File: config.mk
export PLATFORM = sky130hd
export DESIGN_NAME = fdivsu_seq_flat
export DESIGN_NICKNAME = d
export VERILOG_FILES = /design/src/rtl/fdivsu_seq_if.sv /design/src/rtl/fdivsu_seq.sv /design/src/flat_wrapper.sv
export SDC_FILE = /design/constraint.sdc
export NUM_CORES = 1
export LEC_CHECK = 0
export ABC_AREA = 1
export CAP_MARGIN = 20
export CORE_ASPECT_RATIO = 1.4
export CORE_MARGIN = 4
export CORE_UTILIZATION = 50
export CTS_BUF_LIST = sky130_fd_sc_hd__clkbuf_16
export CTS_CLUSTER_SIZE = 10
export DETAILED_ROUTE_END_ITERATION = 8
export PLACE_DENSITY = 0.86
export SETUP_SLACK_MARGIN = 0.4
export SKIP_LAST_GASP = 1
export SLEW_MARGIN = 0
export SYNTH_ARGS = -nofsm -noshare
export SYNTH_HDL_FRONTEND = slang
export SYNTH_SLANG_ARGS = --single-unit
File: constraint.sdc
create_clock -name i_clk -period 1.7 [get_ports i_clk]
set_input_delay 0.51 -clock i_clk [delete_from_list [all_inputs] [get_ports i_clk]]
set_output_delay 0.51 -clock i_clk [all_outputs]
set_load 0.02 [all_outputs]
File: src/rtl/fdivsu_seq_if.sv
// rtl/fdivsu_seq_if.sv - request/result bundle for the fdivsu_seq divider
//
// Purpose: groups the start/operand request and the registered result of
// fdivsu_seq so the divider and its user connect through one port.
//
// Signals:
//   i_start  request pulse/level, sampled by the divider only when idle
//   i_r1     signed dividend high byte (fractional-multiply result format)
//   i_r0     dividend low byte, bit 0 ignored
//   i_rr     unsigned divisor
//   o_q      signed, saturated quotient
//   o_rem    unsigned remainder magnitude
//   o_ovf    overflow / divide-by-zero flag
//   o_busy   division in progress
//   o_done   one-cycle pulse when o_q/o_rem/o_ovf update
//
// Modports: master drives the request and observes the result,
//           slave (the divider) does the opposite.
interface fdivsu_seq_if;
  logic       i_start;
  logic [7:0] i_r1;
  logic [7:0] i_r0;
  logic [7:0] i_rr;
  logic [7:0] o_q;
  logic [7:0] o_rem;
  logic       o_ovf;
  logic       o_busy;
  logic       o_done;

  modport master (
    output i_start, i_r1, i_r0, i_rr,
    input  o_q, o_rem, o_ovf, o_busy, o_done
  );

  modport slave (
    input  i_start, i_r1, i_r0, i_rr,
    output o_q, o_rem, o_ovf, o_busy, o_done
  );
endinterface

File: src/rtl/fdivsu_seq.sv
// rtl/fdivsu_seq.sv - sequential signed-by-unsigned fractional divider
//
// Purpose: divides the 15-bit signed raw product P = {i_r1,i_r0}[15:1]
// (sign-extended) by the unsigned byte i_rr with a 16-step restoring
// shift-subtract loop. Quotient is truncated toward zero and saturated to
// a signed byte; remainder is |P| mod i_rr. Fixed 17-edge latency.
//
// Ports:
//   i_clk    clock, rising edge
//   i_rst_n  asynchronous active-low reset
//   bus      fdivsu_seq_if.slave: i_start, i_r1, i_r0, i_rr in;
//            o_q, o_rem, o_ovf, o_busy, o_done out
module fdivsu_seq (
  input logic         i_clk,
  input logic         i_rst_n,
  fdivsu_seq_if.slave bus
);

  typedef enum logic [1:0] {
    S_IDLE = 2'd0,
    S_CALC = 2'd1,
    S_FIX  = 2'd2
  } state_t;

  state_t     state_q, state_d;
  logic [4:0] cnt_q, cnt_d;
  // Dividend magnitude shifts out MSB-first while quotient bits shift in
  // at the bottom; after 16 steps it holds the quotient magnitude.
  logic [15:0] dvd_q, dvd_d;
  logic [7:0]  part_q, part_d;   // partial remainder
  logic [7:0]  div_q, div_d;     // latched divisor
  logic        neg_q, neg_d;     // sign of P
  logic [7:0]  q_q, q_d;
  logic [7:0]  rem_q, rem_d;
  logic        ovf_q, ovf_d;
  logic        done_q, done_d;

  // Operand decode: bit 0 of the low byte is masked, then an arithmetic
  // shift recovers the raw signed product P.
  logic [15:0] p_in;
  logic [15:0] p_ext;
  logic [15:0] p_mag;

  assign p_in  = {bus.i_r1, bus.i_r0 & 8'hFE};
  assign p_ext = 16'($signed(p_in) >>> 1);
  assign p_mag = p_ext[15] ? (~p_ext + 16'd1) : p_ext;

  // One restoring step: the 9-bit trial value cannot exceed 2*div-1, and
  // when it is >= div the difference fits in 8 bits.
  logic [8:0] trial;
  logic       take;
  logic [7:0] trial_sub;

  assign trial     = {part_q, dvd_q[15]};
  assign take      = (trial >= {1'b0, div_q});
  assign trial_sub = trial[7:0] - div_q;

  always_comb begin
    state_d = state_q;
    cnt_d   = cnt_q;
    dvd_d   = dvd_q;
    part_d  = part_q;
    div_d   = div_q;
    neg_d   = neg_q;
    q_d     = q_q;
    rem_d   = rem_q;
    ovf_d   = ovf_q;
    done_d  = 1'b0;

    unique case (state_q)
      S_IDLE: begin
        if (bus.i_start) begin
          dvd_d   = p_mag;
          neg_d   = p_ext[15];
          div_d   = bus.i_rr;
          part_d  = 8'd0;
          cnt_d   = 5'd0;
          state_d = S_CALC;
        end
      end

      S_CALC: begin
        dvd_d  = {dvd_q[14:0], take};
        part_d = take ? trial_sub : trial[7:0];
        cnt_d  = cnt_q + 5'd1;
        if (cnt_q == 5'd15) begin
          state_d = S_FIX;
        end
      end

      S_FIX: begin
        done_d  = 1'b1;
        state_d = S_IDLE;
        if (div_q == 8'd0) begin
          // Divide-by-zero saturates toward the sign of P (P=0 counts as +).
          q_d   = neg_q ? 8'h80 : 8'h7F;
          rem_d = 8'd0;
          ovf_d = 1'b1;
        end else if (!neg_q) begin
          if (dvd_q > 16'd127) begin
            q_d   = 8'h7F;
            rem_d = 8'd0;
            ovf_d = 1'b1;
          end else begin
            q_d   = dvd_q[7:0];
            rem_d = part_q;
            ovf_d = 1'b0;
          end
        end else begin
          // Negative side reaches one further: magnitude 128 is exactly -128.
          if (dvd_q > 16'd128) begin
            q_d   = 8'h80;
            rem_d = 8'd0;
            ovf_d = 1'b1;
          end else begin
            q_d   = ~dvd_q[7:0] + 8'd1;
            rem_d = part_q;
            ovf_d = 1'b0;
          end
        end
      end

      default: begin
        state_d = S_IDLE;
      end
    endcase
  end

  always_ff @(posedge i_clk or negedge i_rst_n) begin
    if (!i_rst_n) begin
      state_q <= S_IDLE;
      cnt_q   <= 5'd0;
      dvd_q   <= 16'd0;
      part_q  <= 8'd0;
      div_q   <= 8'd0;
      neg_q   <= 1'b0;
      q_q     <= 8'd0;
      rem_q   <= 8'd0;
      ovf_q   <= 1'b0;
      done_q  <= 1'b0;
    end else begin
      state_q <= state_d;
      cnt_q   <= cnt_d;
      dvd_q   <= dvd_d;
      part_q  <= part_d;
      div_q   <= div_d;
      neg_q   <= neg_d;
      q_q     <= q_d;
      rem_q   <= rem_d;
      ovf_q   <= ovf_d;
      done_q  <= done_d;
    end
  end

  assign bus.o_q    = q_q;
  assign bus.o_rem  = rem_q;
  assign bus.o_ovf  = ovf_q;
  assign bus.o_done = done_q;
  assign bus.o_busy = (state_q != S_IDLE);

endmodule

File: src/flat_wrapper.sv
// flat-port wrapper written by rule: the top's interface ports become plain ports
module fdivsu_seq_flat 
  (i_clk, i_rst_n, bus_i_start, bus_i_r1, bus_i_r0, bus_i_rr, bus_o_q, bus_o_rem, bus_o_ovf, bus_o_busy, bus_o_done);
  fdivsu_seq_if bus_i ();
  input logic i_clk;
  input logic i_rst_n;
  input wire logic [$bits(bus_i.i_start)-1:0] bus_i_start;
  input wire logic [$bits(bus_i.i_r1)-1:0] bus_i_r1;
  input wire logic [$bits(bus_i.i_r0)-1:0] bus_i_r0;
  input wire logic [$bits(bus_i.i_rr)-1:0] bus_i_rr;
  output wire logic [$bits(bus_i.o_q)-1:0] bus_o_q;
  output wire logic [$bits(bus_i.o_rem)-1:0] bus_o_rem;
  output wire logic [$bits(bus_i.o_ovf)-1:0] bus_o_ovf;
  output wire logic [$bits(bus_i.o_busy)-1:0] bus_o_busy;
  output wire logic [$bits(bus_i.o_done)-1:0] bus_o_done;
  assign bus_i.i_start = bus_i_start;
  assign bus_i.i_r1 = bus_i_r1;
  assign bus_i.i_r0 = bus_i_r0;
  assign bus_i.i_rr = bus_i_rr;
  assign bus_o_q = bus_i.o_q;
  assign bus_o_rem = bus_i.o_rem;
  assign bus_o_ovf = bus_i.o_ovf;
  assign bus_o_busy = bus_i.o_busy;
  assign bus_o_done = bus_i.o_done;
  fdivsu_seq u_core (.i_clk(i_clk), .i_rst_n(i_rst_n), .bus(bus_i));
endmodule
==> metrics.yaml, run 1 <==
timing:
  setup_viol: 13
  hold_viol: 0
  rsz0062_at_grt: "yes"
  tightest_slew_ps: 467
  fin_ws_ps: -218
  maxSlewViolCount: 0
  maxSlewHeadroom: 0.688
  layout_min_cycle_time_ps: 1920
  fin_crit_sh: 1.13
  fin_skew_ps: 9.13
  max_freq_ghz: 0.521
layout:
  finish.utilization: 0.881
  diodes: 0
  stdcell_area_um2: 6150
  nNetsFinal: 684
  drive_gt1_frac: 0.464
  syn_to_final_growth_pct: 70.7
clock_tree:
  clkTransAtPathRegs_ps: 60
  cts_htree_levels: 3
  cts_sinks: 58
  clk_path_buf_depth: 2
  numCtsBuffers: 9
  cts-root-buf: "clkbuf_16"
  clock_latency_ps: 340
  tritoncts: "done"
  hold_buffers: 0
logic_synthesis:
  synth.cells.most_frequent: "nand2_1, dfrtp_1, inv_1, nor2_1, nand3_1"
  synth-seq-area-share: 0.403
  yosys-top-cells-area: "dfrtp_1, nand2_1, inv_1"
  yosys.cell_count.top_type: "nand2_1"
  synth_area_um2: 3600
  synthesis.area_per_instance_um2: 7.48
  synthArstFlopShare: 1.00
  syn_inst: 482
  synth-main-ff-cell: "dfrtp_1"
  yosysTopAreaCell: "dfrtp_1"
  synth_nets: 522
  ys_ff_latch: 58
  synth_top_area_share: 0.403
  yosysWarnings: 0
  synth_cell_type_count: 38
  synth_edf_count: 0
grt:
  grt_pass1_vias: 4217
  grt_pass1_wl_um: 20100
  antenna_found_initial: 0
  grt_overflow: 0
  grt_max_degree: 59
  grt_use_total: 0.308
placed_design:
  dpl-instance-area_um2: 4540
  dp_hpwl_um: 6810
  portBuffers: 44
  place_congestion: 0.885
worst_setup_path:
  cp.arrival_ps: 2150
  critPathLaunchType: "flip-flop"
  required_ps: 1930
  critPathKind: "flip-flop to flip-flop"
  cp_max_fo: 5
  r2r_slack_ps: -220
  end_kind: "flip-flop"
routing:
  wl_per_cell_um: 22.3
  drt_iter0_drc: 522
  drc: 0
  wl_um: 16600
  viasPerCell: 6.20
  drtAntennaViolNets: 0
  via_count: 4615
  drt_first_pass_iters: 7
power:
  power_frac_clock: 0.141
  p_per_area_nw_per_um2: 2090
  seqPwrFrac: 0.205
  p_int_uw: 6850
  p_leak_uw: 0.00291
  ir_drop_mv: 1.58
  share_comb_of_total_power: 0.654
  switching_share: 0.468
  p_sw_uw: 6020
die:
  die-area_um2: 8650
  ioPinCount: 46
  core-area_um2: 6980
  chipHeight_um: 108
  start_util: 0.516
  placementRows: 36
  fp.dieW_um: 79.8
status:
  violations: "setup timing"
  outcome: "complete, but fails checks"
min_path:
  hold_class: "input port to async pin"
job:
  cap_violations: 0
-- layout make-up --
| class | count | area [µm²] |
|---|---|---|
| inverter | 61 | 256 |
| sequential | 58 | 1460 |
| clock inverter | 7 | 61.3 |
| clock buffer | 9 | 225 |
| tap | 95 | 119 |
| timing repair inverter | 1 | 11.3 |
| multi-input combinational | 353 | 2450 |
| timing repair buffer | 160 | 1570 |
| fill | 280 | 830 |
-- cell usage in the layout (no fill, tap or decap), types with 3 or more instances in the layout --
master           count
nor2_2              10
xnor2_1              3
nand3_1             22
nand2_4              6
a22oi_2             12
ha_4                10
clkinv_2             4
nor2_1              29
nand3_2             16
o21ai_1             14
xor2_1               9
nor2_4              14
o22ai_2              3
buf_4               88
dlygate4sd2_1        8
dfrtp_2              4
nand4_1             16
dfrtp_1             54
o21ai_0             10
clkbuf_16           12
nand2_2             24
inv_2               20
o21ai_2              6
a21oi_1              3
buf_12               7
inv_1               37
buf_6               34
nand2_1            117
clkdlybuf4s15_2      3
inv_8                3
clkdlybuf4s50_1     12
-- registers in the layout (all words and copies together) (netlist names) --
| register | flops |
|---|---|
| u_core.neg_q | 1 |
| u_core.bus.o_q | 8 |
| u_core.bus.o_done | 1 |
| u_core.state_q | 2 |
| u_core.bus.o_rem | 8 |
| u_core.bus.o_ovf | 1 |
| u_core.div_q | 8 |
| u_core.dvd_q | 16 |
| u_core.part_q | 8 |
| u_core.cnt_q | 5 |
-- final timing paths --
kind                                        from               end  cells past startpoint
worst max-delay path            u_core.part_q[1]  u_core.part_q[7]                     12
worst min-delay path                     i_rst_n   u_core.div_q[6]                      2
worst max register to register  u_core.part_q[1]  u_core.part_q[7]                     12
worst min register to register   u_core.cnt_q[4]   u_core.cnt_q[4]                      2
max in group asynchronous                i_rst_n   u_core.dvd_q[3]                      2
min in group i_clk               u_core.cnt_q[4]   u_core.cnt_q[4]                      2
-- logic make-up after synthesis --
group / synth area share
xor+xnor: 0.0340
fa+ha+maj: 0.0472
buf+inv: 0.0809
simple gates: 0.334
compound gates: 0.101
flops: 0.403
-- per-stage QoR --
stage	hold WS, ps	std cells	TNS (ps)	setup WS, ps	total power (µW)
2_1_floorplan	214	482	0	146	6060
3_3_place_gp	463	641	-1150	-152	7240
3_5_place_dp	466	641	-1850	-214	7500
4_1_cts	185	703	0	21.6	10500
5_1_grt	178	744	-1680	-245	13400
6_report	149	744	-1070	-218	12900
-- power groups by stage --
stage / sequential (µW) / clock [µW] / combinational (µW)
floorplan: 2460 / 0 / 3590
global placement: 2470 / 0 / 4780
detailed placement: 2500 / 0 / 5000
CTS: 2500 / 1760 / 6250
global route: 2660 / 1870 / 8870
finish: 2640 / 1810 / 8410
-- routing by layer --
layer,up-vias,GRT usage,part of all wire
met1,2111,0.313,0.33
met2,438,0.559,0.48
met4,0,0.208,0.096
met5,-,0,0
li1,1907,-,-
met3,159,0.0592,0.10
-- worst max-delay path: stages (launching register included) --
cell     delay, ps
dfrtp_2        430
ha_4           310
nand2_2         80
nand2_2        100
inv_1           60
nand2_1        120
nand2_1        120
nand2_1        110
nand2_1         90
nand2_1        120
nand2_1        110
nand3_1        100
nand2_1         60
-- what timing repair did --
action                     4_1_cts  5_1_grt
setup endpoints to repair       62       72
resized for setup              224       70
pin swaps                       35       48
setup buffers                   40       38
cloned                           6        3
(Power assumes the default switching activity.)
==> run 2: changes to the inputs <==
- ABC_CLOCK_PERIOD_IN_PS: unset -> 1700
- REMOVE_ABC_BUFFERS: unset -> 1
==> run 2 against run 1 <==
Compared with the run above: the run ends with DRC, setup timing left; clock skew is 3.6 ps lower; setup slack worse by 46 ps; fmax is 2.3% lower; non-clock buffer count is 19 lower; first-iteration DRC count is 47% higher; critical path depth stayed put; combinational power is 4.4% higher; clock power is 2% higher.
==> metrics.yaml, run 2 (same netlist as run 1, synthesis figures left out) <==
placed_design:
  portBuffers: 44
  place_congestion: 0.880
  dp_hpwl_um: 6700
  dpl-instance-area_um2: 4480
  dp.cells: 655
status:
  outcome: "complete, but fails checks"
  violations: "DRC, setup timing"
worst_setup_path:
  end_kind: "flip-flop"
  critPathLaunchType: "flip-flop"
  critPathMaxStageDelay_ps: 400
  crit-reg2reg-launch: "u_core.dvd_q[15]"
  slowest_stage: "dfrtp_1"
  r2r_slack_ps: -260
  r2r_cells: 12
  cp.arrival_ps: 2180
  rr_endpoint: "u_core.bus.o_q[4]"
  critPathKind: "flip-flop to flip-flop"
  crit_path_frequent_cell: "buf_4"
  required_ps: 1920
  path_cells: "buf_4, buf_4, buf_6, nor2_4, nand2_4, inv_2, nand2_4, nor2_4, nand3_4, buf_4, o22ai_1, nor2_1"
  cp_max_fo: 3
grt:
  grt_max_degree: 22
  grt_pass1_vias: 4224
  grt_use_total: 0.305
  antenna_found_initial: 0
  grt_overflow: 0
  grt_pass1_wl_um: 20100
die:
  die-area_um2: 8650
  fp.dieW_um: 79.8
  start_util: 0.516
  chipHeight_um: 108
  ioPinCount: 46
  placementRows: 36
  core-area_um2: 6980
clock_tree:
  tritoncts: "done"
  cts_htree_levels: 3
  clock_latency_ps: 340
  cts_sinks: 58
  clk_path_buf_depth: 2
  clkTransAtPathRegs_ps: 60
  hold_buffers: 0
  numCtsBuffers: 9
  cts-root-buf: "clkbuf_16"
layout:
  largest_register_ffs: 16
  layout_commonest_cell: "nand2_1"
  diodes: 0
  stdcell_area_um2: 6160
  drive_gt1_frac: 0.483
  regMostFlops: "u_core.dvd_q"
  fillers: 263
  layout_common_cells: "nand2_1, buf_4, dfrtp_1"
  syn_to_final_growth_pct: 70.9
  finish.utilization: 0.882
  nNetsFinal: 665
  finalNonFillerCells: 725
timing:
  fin_crit_sh: 1.16
  fin_skew_ps: 5.53
  maxSlewHeadroom: 0.662
  setup_viol: 26
  max_freq_ghz: 0.509
  maxSlewViolCount: 0
  rsz0062_at_grt: "yes"
  fin_ws_ps: -264
  tightest_slew_ps: 506
  layout_min_cycle_time_ps: 1960
  hold_viol: 0
routing:
  drc: 4
  drt_iter0_drc: 765
  wl_um: 17600
  viasPerCell: 6.40
  drtAntennaViolNets: 0
  wl_per_cell_um: 24.2
  drt_first_pass_iters: 9
  via_count: 4643
power:
  ir_drop_mv: 1.31
  p_leak_uw: 0.00291
  p_per_area_nw_per_um2: 2170
  power_uw: 13400
job:
  cap_violations: 0
min_path:
  hold_class: "input port to async pin"
==> run 2: cell types whose count changed in the layout (fill, tap and decap cells not counted), sizes merged <==
cell / change
buf: -19
bufbuf: -1
clkbuf: +2
clkdlybuf4s15: -3
clkdlybuf4s50: +1
clkinv: -1
clkinvlp: +1
dlygate4sd2: +1
==> run 2: worst max path at each step <==
stage                     cells after the start              from  slack, ps                 to
final                                        12  u_core.dvd_q[15]       -260  u_core.bus.o_q[4]
after global routing                         12  u_core.dvd_q[15]       -280  u_core.bus.o_q[6]
after CTS                                    12  u_core.dvd_q[15]         50   u_core.part_q[6]
after detailed placement                     10       bus_i_r0[2]       -370   u_core.dvd_q[12]
after global placement                       10       bus_i_r0[2]       -280   u_core.dvd_q[12]
after floorplan                              12  u_core.dvd_q[15]        -20   u_core.part_q[6]
==> run 2: layer usage <==
metal	wire length (µm)	global-route usage
met5	0	0
met4	1610	0.242
met3	1900	0.0675
met2	8370	0.543
met1	5680	0.298
==> run 2: through the flow <==
step / setup slack, ps / TNS (ps) / hold WS, ps
after floorplan: -18.8 / -18.8 / 214
after global placement: -277 / -2210 / 462
after detailed placement: -371 / -3300 / 465
after CTS: 49.7 / 0 / 130
after global routing: -279 / -4470 / 148
final: -264 / -3720 / 128
==> run 2: where the power goes <==
group / switching (µW) / internal, µW / total, µW
combinational: 5050 / 3730 / 8780
sequential: 794 / 1970 / 2760
clock: 717 / 1130 / 1850
==> run 2: what timing repair did <==
| item | 4_1_cts | 5_1_grt |
|---|---|---|
| gates resized for setup | 245 | 130 |
| buffers inserted | 25 | 20 |
| setup endpoints to repair | 62 | 75 |
| cloned | 4 | 5 |
| pin swaps | 35 | 35 |
==> run 2: cell type report <==
type,count,area [µm²],area share
repair inverters,1,11.3,0.00183
flip-flops and latches,58,1460,0.237
repair buffers,141,1400,0.227
multi-input cells,353,2620,0.425
clock buffers,9,225,0.0366
inverters,61,259,0.0420
well taps,95,119,0.0193
clock inverters,7,71.3,0.0116
==> run 2: worst max-delay path: cells and delay by family (launching register included) <==
kind	cells	cell delay, ps
simple gates	6	660
buf+inv	5	590
flops	1	400
compound gates	1	170
==> run 3: changes to the inputs <==
--- a/config.mk
+++ b/config.mk
@@ -9,3 +9,2 @@
 export ABC_CLOCK_PERIOD_IN_PS = 1700
-export CAP_MARGIN = 20
 export CORE_ASPECT_RATIO = 1.4
==> constraint.sdc (replaced) <==
create_clock -name i_clk -period 1.7 [get_ports i_clk]
set_input_delay 0.34 -clock i_clk [delete_from_list [all_inputs] [get_ports i_clk]]
set_output_delay 0.34 -clock i_clk [all_outputs]
set_load 0.02 [all_outputs]
==> run 3 against run 2 <==
Compared with the run above: register-to-register slack gained 30 ps; critical endpoint is now u_core.part_q[6]; first-iteration DRC count shrank 19%; combinational power shrank 19%; via count shrank 9.9%; utilization shrank 12 points; critical path depth is the same; largest power group unchanged; the run ends with hold timing, setup timing left.
==> metrics.yaml, run 3 (same netlist as run 1, synthesis figures left out) <==
worst_setup_path:
  cp_max_fo: 2
  startpoint: "u_core.div_q[0]"
  cp.arrival_ps: 2200
  cp_top_family: "simple AND/OR/NAND/NOR gates"
  required_ps: 1970
  cp.buffers_inverters: 1
  slowest_stage: "dfrtp_1"
  r2r_slack_ps: -230
  end_kind: "flip-flop"
  crit_path_frequent_cell: "nand2_1"
  crit-reg2reg-launch: "u_core.div_q[0]"
  rr_endpoint: "u_core.part_q[6]"
  path_cells: "ha_4, inv_4, fa_2, nand3_2, nand2_4, nand2_4, nand2_2, nand2_2, nand2_1, nand2_1, nand3_2, nand2_1"
  critPathLaunchType: "flip-flop"
  r2r_cells: 12
  critPathMaxStageDelay_ps: 490
  critPathKind: "flip-flop to flip-flop"
clock_tree:
  clk_path_buf_depth: 2
  hold_buffers: 0
  tritoncts: "done"
  cts-root-buf: "clkbuf_16"
  cts_sinks: 58
  clkTransAtPathRegs_ps: 50
  cts_htree_levels: 3
  numCtsBuffers: 9
  clock_latency_ps: 340
timing:
  hold_viol: 14
  max_freq_ghz: 0.518
  fin_ws_ps: -230
  final.setup.tns_ps: -895
  layout_min_cycle_time_ps: 1930
  fin_crit_sh: 1.14
  fin_skew_ps: 5.93
  setup_viol: 9
  tightest_slew_ps: 471
  rsz0062_at_grt: "yes"
  whs_ps: -9.84
  maxSlewHeadroom: 0.686
  maxSlewViolCount: 0
power:
  p_sw_uw: 5440
  ir_drop_mv: 1.32
  share_comb_of_total_power: 0.622
  power_frac_clock: 0.151
  p_int_uw: 6000
  p_per_area_nw_per_um2: 2160
  switching_share: 0.476
  p_leak_uw: 0.00257
  seqPwrFrac: 0.227
routing:
  wl_per_cell_um: 20.0
  via_count: 4185
  viasPerCell: 6.06
  drt_iter0_drc: 616
  drtAntennaViolNets: 0
  wl_um: 13900
  drc: 0
  drt_first_pass_iters: 6
layout:
  layout_common_cells: "nand2_1, buf_4, dfrtp_1"
  regMostFlops: "u_core.dvd_q"
  syn_to_final_growth_pct: 46.7
  drive_gt1_frac: 0.361
  finish.utilization: 0.758
  diodes: 0
  nNetsFinal: 632
  layout_commonest_cell: "nand2_1"
  fillers: 429
  largest_register_ffs: 16
placed_design:
  portBuffers: 44
  pre_cts_ws_ps: -140
  place_congestion: 0.850
  dp_hpwl_um: 6680
grt:
  grt_pass1_wl_um: 18800
  grt_max_degree: 59
  grt_overflow: 0
  grt.busiest_layer: "met2"
  met3_usage: 0.0667
  grt_use_total: 0.283
  antenna_found_initial: 0
  gr-usage-met1: 0.298
  met2_usage: 0.495
  grt_pass1_vias: 3992
die:
  fp.dieW_um: 79.8
  ioPinCount: 46
  chipHeight_um: 108
  placementRows: 36
  die-area_um2: 8650
  start_util: 0.516
  core-area_um2: 6980
status:
  violations: "hold timing, setup timing"
  outcome: "complete, but fails checks"
min_path:
  hold_class: "input port to async pin"
job:
  cap_violations: 0
-- run 3: cell count changes in the layout (fill, tap and decap cells not counted), moves of 11 or more --
cell and change:
buf_2 +18, buf_4 -15, a22oi_2 -11, o21ai_0 +12
nand2_1 +20, nand2_4 -11, buf_6 -28, a22oi_1 +11
-- run 3: routing by layer --
layer,vias up,part of all wire
met2,337,0.49
met5,-,0
met3,113,0.095
li1,1799,-
met4,0,0.083
met1,1936,0.33
-- run 3: final cells by class --
cell class                 instances  area (µm²)  area share
sequential                        58        1450       0.275
timing repair buffer             108         878       0.166
inverter                          61         243      0.0459
timing repair inverter             1        11.3     0.00213
clock inverter                     6        51.3     0.00970
multi-input combinational        353        2310       0.436
clock buffer                       9         225      0.0426
tap                               95         119      0.0225
-- run 3: worst max-delay path by stage --
stage,end,slack (ps),cells past startpoint
6_report,u_core.part_q[6],-230,12
5_1_grt,u_core.part_q[2],-320,9
4_1_cts,u_core.part_q[6],1,12
3_5_place_dp,u_core.dvd_q[12],-140,10
3_3_place_gp,u_core.dvd_q[12],-100,10
2_1_floorplan,u_core.part_q[6],-20,12
-- run 3: worst reg2reg max path, cell delays in order (launching register included) --
cell and delay (ps):
dfrtp_1 490, ha_4 210, inv_4 50, fa_2 410
nand3_2 100, nand2_4 80, nand2_4 100, nand2_2 60
nand2_2 80, nand2_1 50, nand2_1 70, nand3_2 80
nand2_1 80
-- run 3: power by group through the flow --
stage / registers, µW / clock network [µW] / logic [µW]
finish: 2600 / 1720 / 7110
global route: 2630 / 1790 / 7590
CTS: 2460 / 1710 / 5650
detailed placement: 2440 / 0 / 4710
global placement: 2400 / 0 / 4490
floorplan: 2430 / 0 / 3100
-- run 3: timing repair --
action | 4_1_cts | 5_1_grt
cloned | 3 | 1
buffers inserted | 15 | 7
pin swaps | 24 | 32
endpoints found under the setup margin | 57 | 51
gates resized for setup | 154 | 62
-- run 3: metrics by stage --
step	total power, µW	cells	hold slack (ps)	cell area (µm²)
2_1_floorplan	5530	470	44.4	3540
5_1_grt	12000	691	32.7	5290
4_1_cts	9820	683	10.4	5060
3_3_place_gp	6900	650	356	4430
6_report	11400	691	-9.84	5290
3_5_place_dp	7150	650	363	4430
